File: src/rtl/fetch_unit_pkg.sv
// Shared definitions for the instruction-fetch stage.
//   fetch_state_e    : FSM state encoding
//   NOP_INSTR        : bubble written into IF/ID on a flush
//   RESET_PC_DEFAULT : default PC after reset
//   PC_INC_DEFAULT   : default sequential increment in bytes
package fetch_unit_pkg;

  typedef enum logic [1:0] {
    FETCH   = 2'd0,
    HOLD    = 2'd1,
    DISCARD = 2'd2
  } fetch_state_e;

  localparam logic [31:0] NOP_INSTR        = 32'h0000_0000;
  localparam logic [31:0] RESET_PC_DEFAULT = 32'h0000_0000;
  localparam logic [31:0] PC_INC_DEFAULT   = 32'd4;

endpackage

File: src/rtl/fetch_unit_if.sv
// Instruction-memory request/response bus.
//   req   : fetch request (master -> slave)
//   addr  : fetch address, stable while req=1 and ready=0
//   ready : rdata valid, completes the outstanding request
//   rdata : fetched instruction word
interface fetch_unit_if;
  logic        req;
  logic [31:0] addr;
  logic        ready;
  logic [31:0] rdata;

  modport master (output req, addr, input ready, rdata);
  modport slave  (input req, addr, output ready, rdata);
endinterface

File: src/rtl/fetch_unit.sv
// Instruction-fetch stage: owns the PC, issues one request at a time to
// instruction memory and feeds the IF/ID register with either a real
// instruction (ifid_write_o) or a NOP bubble (if_flush_o).
//   clk, rst_n      : clock, asynchronous active-low reset
//   stall_i         : hazard stall, holds PC and IF/ID
//   redirect_i      : taken branch/jump from ID, overrides stall
//   redirect_pc_i   : redirect target
//   imem            : instruction-memory bus (master side)
//   instr_o, pc_o   : IF/ID INSTRin and PCin (PC+4)
//   ifid_write_o    : IF/ID write enable
//   if_flush_o      : IF/ID flush (load NOP)
//
// state   | meaning
// FETCH   | request to pc outstanding; response consumed, parked or dropped
// HOLD    | response parked in buf_q while stalled; no request outstanding
// DISCARD | request to req_addr_q outstanding but stale after a redirect
module fetch_unit
  import fetch_unit_pkg::*;
#(
  parameter logic [31:0] RESET_PC = RESET_PC_DEFAULT,
  parameter logic [31:0] PC_INC   = PC_INC_DEFAULT
) (
  input  logic                clk,
  input  logic                rst_n,
  input  logic                stall_i,
  input  logic                redirect_i,
  input  logic [31:0]         redirect_pc_i,
  fetch_unit_if.master        imem,
  output logic [31:0]         instr_o,
  output logic [31:0]         pc_o,
  output logic                ifid_write_o,
  output logic                if_flush_o
);

  fetch_state_e state_q, state_d;
  logic [31:0]  pc_q, pc_d;
  logic [31:0]  buf_q, buf_d;
  logic [31:0]  req_addr_q, req_addr_d;

  logic         req_c, wr_c, fl_c;
  logic [31:0]  addr_c, instr_c, pc_out_c;
  logic [31:0]  pc_inc;

  assign pc_inc = pc_q + PC_INC;

  always_ff @(posedge clk or negedge rst_n) begin
    if (!rst_n) begin
      state_q    <= FETCH;
      pc_q       <= RESET_PC;
      buf_q      <= NOP_INSTR;
      req_addr_q <= RESET_PC;
    end else begin
      state_q    <= state_d;
      pc_q       <= pc_d;
      buf_q      <= buf_d;
      req_addr_q <= req_addr_d;
    end
  end

  always_comb begin
    state_d    = state_q;
    pc_d       = pc_q;
    buf_d      = buf_q;
    req_addr_d = req_addr_q;
    req_c      = 1'b0;
    addr_c     = pc_q;
    wr_c       = 1'b0;
    fl_c       = 1'b0;
    instr_c    = NOP_INSTR;
    pc_out_c   = pc_inc;

    unique case (state_q)
      FETCH: begin
        req_c = 1'b1;
        if (redirect_i) begin
          fl_c     = 1'b1;
          pc_out_c = redirect_pc_i;
          pc_d     = redirect_pc_i;
          buf_d    = NOP_INSTR;
          // The in-flight request can't be cancelled; remember its address
          // so it stays on the bus until the memory completes it.
          if (!imem.ready) begin
            req_addr_d = pc_q;
            state_d    = DISCARD;
          end
        end else if (imem.ready) begin
          if (!stall_i) begin
            wr_c    = 1'b1;
            instr_c = imem.rdata;
            pc_d    = pc_inc;
          end else begin
            buf_d   = imem.rdata;
            state_d = HOLD;
          end
        end else if (!stall_i) begin
          fl_c = 1'b1;
        end
      end

      HOLD: begin
        if (redirect_i) begin
          fl_c     = 1'b1;
          pc_out_c = redirect_pc_i;
          pc_d     = redirect_pc_i;
          buf_d    = NOP_INSTR;
          state_d  = FETCH;
        end else if (!stall_i) begin
          wr_c    = 1'b1;
          instr_c = buf_q;
          pc_d    = pc_inc;
          state_d = FETCH;
        end
      end

      DISCARD: begin
        req_c  = 1'b1;
        addr_c = req_addr_q;
        if (redirect_i) begin
          fl_c     = 1'b1;
          pc_out_c = redirect_pc_i;
          pc_d     = redirect_pc_i;
        end else begin
          fl_c = !stall_i;
        end
        if (imem.ready) begin
          state_d = FETCH;
        end
      end

      default: begin
        state_d = FETCH;
      end
    endcase
  end

  // Outputs are gated by rst_n so they drop to zero the moment reset asserts,
  // not at the next edge.
  assign imem.req     = rst_n & req_c;
  assign imem.addr    = addr_c;
  assign ifid_write_o = rst_n & wr_c;
  assign if_flush_o   = rst_n & fl_c;
  assign instr_o      = rst_n ? instr_c  : '0;
  assign pc_o         = rst_n ? pc_out_c : '0;

endmodule

File: src/flat_wrapper.sv
// flat-port wrapper written by rule: the top's interface ports become plain ports
module fetch_unit_flat import fetch_unit_pkg::*;
#(
  parameter logic [31:0] RESET_PC = RESET_PC_DEFAULT,
  parameter logic [31:0] PC_INC   = PC_INC_DEFAULT
)
  (clk, rst_n, stall_i, redirect_i, redirect_pc_i, instr_o, pc_o, ifid_write_o, if_flush_o, imem_req, imem_addr, imem_ready, imem_rdata);
  fetch_unit_if imem_i ();
  input  logic clk;
  input  logic rst_n;
  input  logic stall_i;
  input  logic redirect_i;
  input  logic [31:0] redirect_pc_i;
  output logic [31:0] instr_o;
  output logic [31:0] pc_o;
  output logic ifid_write_o;
  output logic if_flush_o;
  output wire logic [$bits(imem_i.req)-1:0] imem_req;
  output wire logic [$bits(imem_i.addr)-1:0] imem_addr;
  input wire logic [$bits(imem_i.ready)-1:0] imem_ready;
  input wire logic [$bits(imem_i.rdata)-1:0] imem_rdata;
  assign imem_req = imem_i.req;
  assign imem_addr = imem_i.addr;
  assign imem_i.ready = imem_ready;
  assign imem_i.rdata = imem_rdata;
  fetch_unit #(.RESET_PC(RESET_PC), .PC_INC(PC_INC)) u_core (.clk(clk), .rst_n(rst_n), .stall_i(stall_i), .redirect_i(redirect_i), .redirect_pc_i(redirect_pc_i), .imem(imem_i), .instr_o(instr_o), .pc_o(pc_o), .ifid_write_o(ifid_write_o), .if_flush_o(if_flush_o));
endmodule
File: config.mk
export PLATFORM = sky130hd
export DESIGN_NAME = fetch_unit_flat
export DESIGN_NICKNAME = d
export VERILOG_FILES = /design/src/rtl/fetch_unit_pkg.sv /design/src/rtl/fetch_unit_if.sv /design/src/rtl/fetch_unit.sv /design/src/flat_wrapper.sv
export SDC_FILE = /design/constraint.sdc
export NUM_CORES = 1
export LEC_CHECK = 0
export ABC_AREA = 1
export CORE_ASPECT_RATIO = 1.25
export CORE_MARGIN = 8
export CORE_UTILIZATION = 65
export DETAILED_ROUTE_END_ITERATION = 8
export DONT_BUFFER_PORTS = 1
export PLACE_DENSITY_LB_ADDON = 0.3
export SYNTH_ARGS = -nofsm -noshare
export SYNTH_HDL_FRONTEND = slang
export SYNTH_SLANG_ARGS = --single-unit
export TNS_END_PERCENT = 1
File: constraint.sdc
create_clock -name clk -period 2.55 [get_ports clk]
set_clock_uncertainty 0.2 [all_clocks]
set_input_delay 0.51 -clock clk [delete_from_list [all_inputs] [get_ports clk]]
set_output_delay 0.51 -clock clk [all_outputs]
set_load 0.02 [all_outputs]
==> results by stage <==
Yosys:
- The largest family of logic cells by synthesized area is simple AND/OR/NAND/NOR gates.
- The gate count of the mapped netlist is 932.
- Of all flip-flops after synthesis, the portion carrying an async set or reset was 100.0%.
- The number of distinct library cell variants in the gate-level netlist after synthesis is 39.
- The synthesized design contains 0 enable-type register cells.
- The simple-gate area share of the yosys netlist is 28.52%.
- The number of storage elements in the synthesis netlist is 98.
- The predominant post-synthesis flop cell is sky130_fd_sc_hd__dfrtp_1.
- The area of the mapped netlist is 6467 sq um.
- The XOR/XNOR share of the synthesized area is 1.722%.
- Summing the areas of all compound-gate instances in the mapped netlist gives 20.80% of the synthesized area.
- Of the total synthesized cell area, the portion taken by full adders, half adders and majority gates is 0.1935%.
- The yosys synthesis warning count is 0.
- The portion of synthesized area spent on multiplexers is 0%.
- The average instance area after synthesis is 6.939 sq um.
- The net count after synthesis is 1002.
- For this run, the register share of the synthesized area comes to 37.92%.

Power:
- The static leakage power is 3.693 nW.
- The internal power contribution is 3.454 mW.
- The clock network burns 23.0% of the power.
- The total power density per cell area is 743.0 nW/um^2.
- Of the total power, combinational logic draws 38.2%.
- Net switching is 39.88% of the power.
- The maximum ir drop on the vdd rail is 0.4180 mV.
- Overall power consumption after layout is estimated at 5.745 mW.
- The total net switching power is 2.291 mW.
- The sequential power share is 38.9%.

Worst setup path:
- The critical path startpoint category is a flop.
- In this run the worst path has a maximum fanout of 5.
- The worst setup path is captured at an output port.
- The category of the most critical setup path is flop to output port.
- STA puts the critical path data arrival time at 1.97 ns.
- For the worst setup path, the data required time is 1.84 ns.

STA:
- Setup repair after global routing could not meet its margin everywhere.
- The max-slew violation count is 0.
- The clock period minus final worst setup slack is 2.683 ns.
- For the pin with the worst max-slew slack, the measured transition is 0.6228 ns.
- The final worst hold slack is -0.3489 ns.
- Derived from the worst setup path, the maximum achievable clock frequency is 372.7 MHz.
- After layout, the worst setup slack is -0.1330 ns.
- The hold violation total from the final report is 98.
- The total of endpoints with negative setup slack in the final report is 33.
- The worst path uses 105.2% of the clock period.
- The worst max-slew margin expressed relative to the limit is 58.43%.

GRT:
- The global route total overflow is 0.
- In the global route stage, overall resource usage came out at 28.80%.
- The via count of the first global-routing pass is 6745.
- The number of antenna violations at the first check in global routing was 0.
- Entering global routing, the biggest net connects 119 pins.
- The first global-routing pass estimated 31930 um of wire.

Worst hold path:
- In this run the worst hold path is classified as input port to async pin.

Floorplanning:
- From bottom edge to top edge, the die measures 127.5 um.
- Pin placement for this block handled 168 I/O pins.
- The site row count is 40.
- The die footprint is 13420 sq um.
- The effective utilization at floorplan is 66.96%.
- The core region is 9659 sq um.
- The die outline width is 105.2 um.

Detailed routing:
- The per-cell via count in the routed design is 5.932.
- After detailed routing, the average wire length per cell comes to 17.58 um.
- In this run the remaining antenna-violating nets after routing total 0.
- The first routing iteration left 588 violations.
- In the routed design, unresolved DRC markers number 0.
- The total number of vias is 6703.
- The first detailed-routing pass ran for 5 iterations.
- The sum of routed wire length over all layers is 19870 um.

Finish:
- Of the cells placed in the final design, the portion with a size suffix greater than 1 is 21.02%.
- The finished layout holds 1130 standard cells, fillers aside.
- The cell area after layout is 7732 sq um.
- The layout overhead on the synthesized area is 19.56%.
- The final layout contains 1071 nets.
- The repair_antennas step left the layout with diodes totalling 0.

Clocking:
- TritonCTS built the clock tree.
- The number of buffers added by the clock tree synthesis step is 9.
- The largest buffer count on any clock path is 2.
- Clock-pin slew was measured on the worst setup and hold paths at 0.07 ns.
- The insertion delay of the later-clocked pin in the worst-skew pair is 0.35 ns.
- The sink count of the clock tree is 98.
- The H-tree was split into 3 levels.
- CTS placed an instance of sky130_fd_sc_hd__clkbuf_16 at the clock tree root.

Outcome:
- The flow ran to the end, but the final reports show violations.
- The checks that failed: hold timing, setup timing.

Place:
- At the end of routability-driven placement, the weighted congestion stood at 0.9427.
- The number of I/O port buffers is 0.
- The estimated wirelength of the detail-placed design is 14110 um.
- After detailed placement, the design holds a cell count of 1110.
- The placement-stage cell area is 7193 sq um.

Job:
- The tool flagged a number of max-cap violations equal to 0.
==> per-stage QoR <==
step / setup WS, ns / utilization (%) / setup TNS (ns)
6_report: -0.1330 / 80.05 / -1.605
5_1_grt: -0.2490 / 80.05 / -6.463
4_1_cts: -0.1148 / 78.35 / -0.9045
3_5_place_dp: 0.09197 / 74.47 / 0
3_3_place_gp: 0.1602 / 74.47 / 0
2_1_floorplan: 0.1938 / - / 0
==> state kept, by name (all words and copies together) (netlist names) <==
name / count
u_core.state_q: 2
u_core.buf_q: 32
u_core.pc_q: 32
u_core.req_addr_q: 32
==> layout make-up <==
type	instances	area (sq um)
fill	691	1927
multi-input combinational	676	3477
sequential	98	2460
timing repair buffer	112	945.9
tap	126	157.7
clock buffer	12	266.5
clock inverter	2	12.51
inverter	104	412.9
==> synth_stat cells (2+ instances only) <==
cell type | number | share of area, %
sky130_fd_sc_hd__nand2_1 | 243 | 14
sky130_fd_sc_hd__o21ai_0 | 112 | 8.7
sky130_fd_sc_hd__nor2_1 | 99 | 5.7
sky130_fd_sc_hd__dfrtp_1 | 98 | 38
sky130_fd_sc_hd__inv_1 | 96 | 5.6
sky130_fd_sc_hd__nand3_1 | 73 | 5.6
sky130_fd_sc_hd__a21oi_1 | 56 | 4.3
sky130_fd_sc_hd__a22oi_1 | 33 | 3.8
sky130_fd_sc_hd__buf_2 | 20 | 1.5
sky130_fd_sc_hd__clkbuf_1 | 17 | 0.99
sky130_fd_sc_hd__buf_4 | 11 | 1.3
sky130_fd_sc_hd__xor2_1 | 9 | 1.2
sky130_fd_sc_hd__a22oi_2 | 8 | 1.5
sky130_fd_sc_hd__o21ai_1 | 7 | 0.54
sky130_fd_sc_hd__inv_2 | 5 | 0.29
sky130_fd_sc_hd__nor2_4 | 5 | 0.87
sky130_fd_sc_hd__o21bai_1 | 5 | 0.58
sky130_fd_sc_hd__buf_6 | 3 | 0.52
sky130_fd_sc_hd__nand2_2 | 3 | 0.29
sky130_fd_sc_hd__nand2_4 | 3 | 0.52
sky130_fd_sc_hd__and2_1 | 2 | 0.19
sky130_fd_sc_hd__buf_1 | 2 | 0.12
sky130_fd_sc_hd__nand3b_1 | 2 | 0.23
sky130_fd_sc_hd__nor2_2 | 2 | 0.19
sky130_fd_sc_hd__nor2_8 | 2 | 0.62
sky130_fd_sc_hd__o211ai_1 | 2 | 0.23
sky130_fd_sc_hd__xor2_2 | 2 | 0.50
==> cell families (layout without fill, tap and decap cells) <==
logic type,after synthesis,count (layout)
buf+inv,158,230
flops,98,98
simple gates,435,435
compound gates,229,229
xor+xnor,11,11
fa+ha+maj,1,1
==> layer usage <==
layer	GRT usage (%)	vias to the layer above	routed length (um)
li1	-	3146	-
met1	31.03	3182	7226
met2	48.72	318	10100
met3	9.960	57	1918
met4	15.32	0	624
met5	0	-	0
==> critical path, stage by stage, from the launching register on <==
cell                      delay [ns]
sky130_fd_sc_hd__dfrtp_1        0.36
sky130_fd_sc_hd__ha_2           0.20
sky130_fd_sc_hd__nand2_2        0.08
sky130_fd_sc_hd__nor2_4         0.16
sky130_fd_sc_hd__nand2_4        0.08
sky130_fd_sc_hd__nor2_4         0.21
sky130_fd_sc_hd__xor2_2         0.17
sky130_fd_sc_hd__nand2_1        0.09
sky130_fd_sc_hd__a21oi_2        0.13
sky130_fd_sc_hd__buf_6          0.14
==> cells in the final DEF, fill, tap and decap left out, drive strengths merged <==
cell      count
nand2       249
ha            1
buf         112
inv         102
o2111ai       1
dfrtp        98
a22oi        41
nand3        73
nand3b        2
clkinv        3
nor2        108
or2           1
o21ai       119
a31oi         2
a21o          1
xor2         11
clkbuf       12
o21bai        5
a21oi        58
clkinvlp      1
and2          2
o211ai        2
==> power by group through the flow <==
stage / clock network, mW / registers, mW / logic [mW]
CTS: 1.32 / 2.21 / 2.10
global route: 1.38 / 2.27 / 2.41
finish: 1.32 / 2.23 / 2.19
detailed placement: 0 / 2.24 / 2.03
global placement: 0 / 2.21 / 1.97
floorplan: 0 / 2.16 / 1.45
==> worst paths after layout <==
path                                                        from                               end  slack (ns)  depth (start not counted)
worst max-delay path                  u_core.pc_q[3]$_DFFE_PN0P_                          pc_o[18]       -0.13                          9
worst min-delay path                                       rst_n      u_core.buf_q[21]$_DFFE_PN0P_       -0.35                          0
worst max register to register     u_core.state_q[1]$_DFFE_PN0P_       u_core.pc_q[28]$_DFFE_PN0P_        0.48                          8
worst min register to register  u_core.req_addr_q[8]$_DFFE_PN0P_  u_core.req_addr_q[8]$_DFFE_PN0P_        0.29                          2
max in group asynchronous                                  rst_n       u_core.pc_q[28]$_DFFE_PN0P_        2.30                          0
min in group clk                                      imem_ready     u_core.state_q[1]$_DFFE_PN0P_        0.07                          1
==> timing repair <==
item                       4_1_cts  5_1_grt
setup endpoints to repair       66       81
hold endpoints to repair        98       98
setup buffers                    3        3
resized for setup               34       51
pin swaps                        5        8
(Power assumes the default switching activity.)
